`config.mk`:
```
export PLATFORM = sky130hd
export DESIGN_NAME = cr_kme_kop_dispatch
export DESIGN_NICKNAME = d
export VERILOG_FILES = /design/src/rtl/cr_kme_kop_dispatch.sv
export SDC_FILE = /design/constraint.sdc
export NUM_CORES = 1
export LEC_CHECK = 0
export CORE_MARGIN = 4
export CORE_UTILIZATION = 35
export DETAILED_ROUTE_END_ITERATION = 6
export PLACE_DENSITY_LB_ADDON = 0.2
export SLEW_MARGIN = 20
export SYNTH_ARGS = -nofsm -noshare
export SYNTH_HDL_FRONTEND = slang
export SYNTH_SLANG_ARGS = --single-unit
```
`constraint.sdc`:
```
create_clock -name clk -period 2.1 [get_ports clk]
set_clock_uncertainty 0.2 [all_clocks]
set_input_delay 0.42 -clock clk [delete_from_list [all_inputs] [get_ports clk]]
set_output_delay 0.42 -clock clk [all_outputs]
set_load 0.01 [all_outputs]
```
`src/rtl/cr_kme_kop_dispatch.sv`:
```
// Key-op dispatcher: pops KME key-op FIFO entries, issues them to the key engine under
// credit flow control and executes FENCE locally. Optional statistics: CR_KME_KOP_DISPATCH_STATS_EN.
module cr_kme_kop_dispatch #(
  parameter int CREDITS = 4,
  parameter int STAT_W  = 16
) (
  input  logic                           clk,
  input  logic                           rst_n,
  input  logic [3:0]                     in_data,
  input  logic                           in_valid,
  output logic                           in_ack,
  output logic                           eng_req,
  output logic [2:0]                     eng_op,
  output logic                           eng_last,
  input  logic                           eng_gnt,
  input  logic                           eng_done,
  output logic [$clog2(CREDITS+1)-1:0]   credit_avail,
  output logic                           frame_done,
  output logic                           credit_err,
  input  logic                           clr_err,
  output logic [STAT_W-1:0]              stat_ops,
  output logic [STAT_W-1:0]              stat_fences
);
  localparam int            CW       = $clog2(CREDITS+1);
  localparam logic [CW-1:0] FULL     = CW'(CREDITS);
  localparam logic [2:0]    OP_FENCE = 3'b111;

  typedef enum logic [1:0] {IDLE, ISSUE, FENCE} state_t;

  state_t        state, state_nxt;
  logic [3:0]    op_q;
  logic [CW-1:0] credits;
  logic          gnt_acc;
  logic          fence_exit;
  logic          err_set;

  always_comb begin
    state_nxt  = state;
    in_ack     = 1'b0;
    eng_req    = 1'b0;
    eng_op     = '0;
    eng_last   = 1'b0;
    gnt_acc    = 1'b0;
    fence_exit = 1'b0;
    case (state)
      IDLE: begin
        if (in_valid && (credits != '0)) begin
          in_ack    = 1'b1;
          state_nxt = (in_data[2:0] == OP_FENCE) ? FENCE : ISSUE;
        end
      end
      ISSUE: begin
        eng_req  = 1'b1;
        eng_op   = op_q[2:0];
        eng_last = op_q[3];
        if (eng_gnt) begin
          gnt_acc   = 1'b1;
          state_nxt = IDLE;
        end
      end
      FENCE: begin
        // Fence drains only once every outstanding engine op has returned its credit.
        if (credits == FULL) begin
          fence_exit = 1'b1;
          state_nxt  = IDLE;
        end
      end
      default: state_nxt = IDLE;
    endcase
  end

  // A done with nothing outstanding is an error unless a grant in the same cycle covers it.
  assign err_set = eng_done && !gnt_acc && (credits == FULL);

  always_ff @(posedge clk) begin
    if (!rst_n) begin
      state      <= IDLE;
      credits    <= FULL;
      frame_done <= 1'b0;
      credit_err <= 1'b0;
    end else begin
      state      <= state_nxt;
      frame_done <= (gnt_acc || fence_exit) && op_q[3];
      if (gnt_acc && !eng_done)
        credits <= credits - CW'(1);
      else if (eng_done && !gnt_acc && (credits != FULL))
        credits <= credits + CW'(1);
      if (err_set)
        credit_err <= 1'b1;
      else if (clr_err)
        credit_err <= 1'b0;
    end
  end

  // Held op is datapath only; state reset already discards it.
  always_ff @(posedge clk) begin
    if (in_ack)
      op_q <= in_data;
  end

  assign credit_avail = credits;

`ifdef CR_KME_KOP_DISPATCH_STATS_EN
  function automatic logic [STAT_W-1:0] sat_inc(input logic [STAT_W-1:0] v);
    return (&v) ? v : v + STAT_W'(1);
  endfunction

  logic [STAT_W-1:0] ops_cnt;
  logic [STAT_W-1:0] fence_cnt;

  always_ff @(posedge clk) begin
    if (!rst_n) begin
      ops_cnt   <= '0;
      fence_cnt <= '0;
    end else begin
      if (gnt_acc)
        ops_cnt <= sat_inc(ops_cnt);
      if (fence_exit)
        fence_cnt <= sat_inc(fence_cnt);
    end
  end

  assign stat_ops    = ops_cnt;
  assign stat_fences = fence_cnt;
`else
  assign stat_ops    = '0;
  assign stat_fences = '0;
`endif

endmodule

```
==> results by group <==
Status
  – Run status: completed

Synthesis
  – Fraction of post-synthesis cell area in the top cell type by area: 28.1%
  – Cells after Synth: between 90 and 100
  – Flop and latch count out of synthesis: 11
  – Most instantiated flip-flop cell in the synthesis netlist: sky130_fd_sc_hd__dfxtp_1
  – Sequential element share of the synthesized area: 29.5%
  – Mean post-synth cell area: ~9.2 um^2
  – Number of different library cells in the post-synthesis netlist: 35
  – Leading cell types by total area after synthesis: sky130_fd_sc_hd__buf_4, sky130_fd_sc_hd__dfxtp_1, sky130_fd_sc_hd__edfxtp_1
  – Syn Std Cell Area: 882 um^2
  – Cell taking the most area after synthesis: sky130_fd_sc_hd__buf_4
  – EDFF count, synth: 4
  – Leading post-synthesis cells by instance count: sky130_fd_sc_hd__buf_4, sky130_fd_sc_hd__dfxtp_1, sky130_fd_sc_hd__inv_1
  – Leading cell type by number of instances after synthesis: sky130_fd_sc_hd__buf_4
  – Warning count from the yosys run: 0
  – FFs w/ async S/R, synth: 0%

Final layout
  – Area occupied by multi-input gates: 467 um^2
  – Synth-to-Final Area Change: 22.0%
  – Fill cells: 250
  – ANT cells: 0
  – Post-layout instance count excluding filler cells: 153
  – Total area of sequential cells: 268 um^2
  – Final net count: 137
  – Post-route design area: 0.00108 mm^2
  – Fraction of layout instances using a drive strength above 1: 18.4%

Floorplanning
  – Vert. Die Dim: around 58 um
  – Placeable core region: 0.00230 mm^2
  – Number of rows created at floorplan: 17
  – Initial core utilization: 38.4%
  – Number of I/O pins: 53
  – Die X: 58.2 um
  – Die footprint: between 0.003 and 0.004 mm^2

Worst setup path
  – CP Class: in2reg
  – Worst R2R Path Depth: 6
  – Worst flop-to-flop path startpoint: state[1]
  – Worst flop-to-flop path endpoint: credit_avail[1]
  – Startpoint class of the critical path: input pin
  – Worst EP required: 2.06 ns
  – Biggest fanout along the worst timing path: 2
  – CP Data Arrival Time: 2.03 ns
  – Kind of capture point of the worst setup path: flop
  – Critical path endpoint: credit_avail[1]
  – Slack of the worst reg-to-reg path: about 0.050 ns
  – Crit path launch: eng_done

Power
  – Total design power: 561 uW
  – Maximum resistive drop on vdd: 0.377 mV
  – Leak pwr: roughly 0.52 nW
  – Power per cell area: 522 mW/mm^2

Placed design
  – HPWL reported at the end of detailed placement: 1410 um
  – Pre-CTS WS: -0.375 ns
  – Post-placement cell area: approximately 0.0010 mm^2
  – Cells after DPL: 149
  – Port Buffers: 20
  – Gpl congestion: around 0.80

Clocking
  – Clock slew seen by the registers of the worst setup and hold paths: roughly 0.07 ns
  – CTS root buffer: sky130_fd_sc_hd__clkbuf_4
  – Number of post-CTS setup repair buffers: 0
  – Worst-skew pair later-pin latency: about 0.27 ns
  – Hold-fix buffers, CTS: 0
  – Clock tree from TritonCTS: built
  – Level count of the clock H-tree: 1
  – Number of clock sinks: 11
  – Number of buffers between clock root and the deepest sink: 2
  – TritonCTS buffer count: 3

STA
  – Worst slew pin tran: about 0.52 ns
  – Setup ws final: 0.0355 ns
  – Total count of hold-check failures in the final report: 0
  – Final setup violating endpoints: 0
  – Maximum operating frequency: 0.484 GHz
  – Normalized max-slew margin: 64.9%
  – Pins Over Slew Limit: 0
  – Final worst path period need: 2.06 ns
  – Fin crit share: a little over nine tenths
  – RSZ-0062 raised after global routing: true

GRT
  – Largest net degree at the start of global routing: 12
  – GRT overflow: 0
  – Via count of the first global-routing pass: ~560
  – Total global-route track usage: between 10% and 20%
  – Antenna violations before repair: 0
  – Wire length of the first global-routing pass: 2610 um

Detailed routing
  – Average detailed-routed wire length per instance: 11.0 um
  – Routed WL: 1690 um
  – Total DRC errors in the routed layout: 0
  – DR pass1 iterations: 4
  – Antenna-violating nets left: 0
  – Average via count per standard cell: 4.20
  – Total via count in the routed design: around 640
  – Violation count after the first detailed-route iteration: 19

Job
  – Max-capacitance violation count: 0

Hold path
  – Worst hold start: op_q[3]
  – Class of the most critical hold timing path: reg2reg
-- layer usage --
metal | vias to the layer above | track usage, % | wire [um]
met2 | 30 | 16.0 | 861
li1 | 322 | - | -
met3 | 3 | 4.23 | 177
met1 | 287 | 12.2 | 635
met4 | 0 | 2.98 | 11
met5 | - | 0 | 0
-- critical path, stage by stage --
cell and delay, ns:
sky130_fd_sc_hd__dlygate4sd2_1 0.24, sky130_fd_sc_hd__and4bb_2 0.30, sky130_fd_sc_hd__inv_1 0.06, sky130_fd_sc_hd__fa_1 0.52, sky130_fd_sc_hd__nand3b_1 0.11, sky130_fd_sc_hd__nor3_1 0.05
sky130_fd_sc_hd__a311o_1 0.33
-- power breakdown --
part	leakage (nW)	internal [mW]	total [mW]	switching, mW
clock network	0.0150	0.0735	0.142	0.0687
registers	0.0969	0.237	0.247	0.00992
logic	0.409	0.0802	0.172	0.0922
-- sequential cells by signal, indices dropped and copies added, names as in the netlist --
name and cells:
credit_avail 3, credit_err 1, frame_done 1, op_q 4, state 2
-- cell families after synthesis --
kind of cell,after synthesis,synth area share [%]
AO/OA/AOI/OAI,9,7.80
other,1,0.425
buffers and inverters,41,31.6
flip-flops,11,29.5
multiplexers,4,4.68
AND/OR/NAND/NOR,29,23.7
adder cells (fa/ha/maj),1,2.27
-- worst min-delay path by stage --
stage | endpoint | slack, ns | cells past startpoint
after detailed placement | credit_err | 0.29 | 2
after global routing | frame_done | 0.37 | 2
final | frame_done | 0.33 | 2
after CTS | frame_done | 0.34 | 2
after floorplan | frame_done | 0.28 | 2
after global placement | credit_err | 0.30 | 2
-- cells in the final DEF, fill, tap and decap left out, types with 2 or more instances in the layout --
cell type                         instances
sky130_fd_sc_hd__nor2b_1                  2
sky130_fd_sc_hd__inv_1                    6
sky130_fd_sc_hd__dfxtp_1                  5
sky130_fd_sc_hd__nand2_1                  4
sky130_fd_sc_hd__mux2i_1                  3
sky130_fd_sc_hd__clkbuf_4                 3
sky130_fd_sc_hd__nor3_1                   3
sky130_fd_sc_hd__buf_4                    9
sky130_fd_sc_hd__dlygate4sd2_1            6
sky130_fd_sc_hd__o31ai_1                  2
sky130_fd_sc_hd__edfxtp_1                 4
sky130_fd_sc_hd__dfxtp_4                  2
sky130_fd_sc_hd__and2_1                   4
sky130_fd_sc_hd__clkdlybuf4s50_1         12
sky130_fd_sc_hd__conb_1                  32
sky130_fd_sc_hd__nand3b_1                 3
-- cell type report --
type	count	share of cell area, %
Clock buffer	4	2.44
Inverter	6	2.09
Multi-Input combinational cell	75	43.4
Sequential cell	11	24.9
Tap cell	28	3.26
Timing Repair Buffer	29	24.0
-- timing repair --
action | CTS | global route
pin swaps | 4 | 0
gates resized for setup | 15 | 2
endpoints found under the setup margin | 8 | 2
-- through the flow --
step | hold WS [ns] | setup TNS (ns) | utilization [%]
2_1_floorplan | 0.281 | 0 | -
3_5_place_dp | 0.295 | -1.06 | 45.5
6_report | 0.333 | 0 | 46.8
5_1_grt | 0.370 | -0.0192 | 46.8
4_1_cts | 0.340 | 0 | 46.6
3_3_place_gp | 0.303 | -0.984 | 45.5
(Power assumes the default switching activity.)
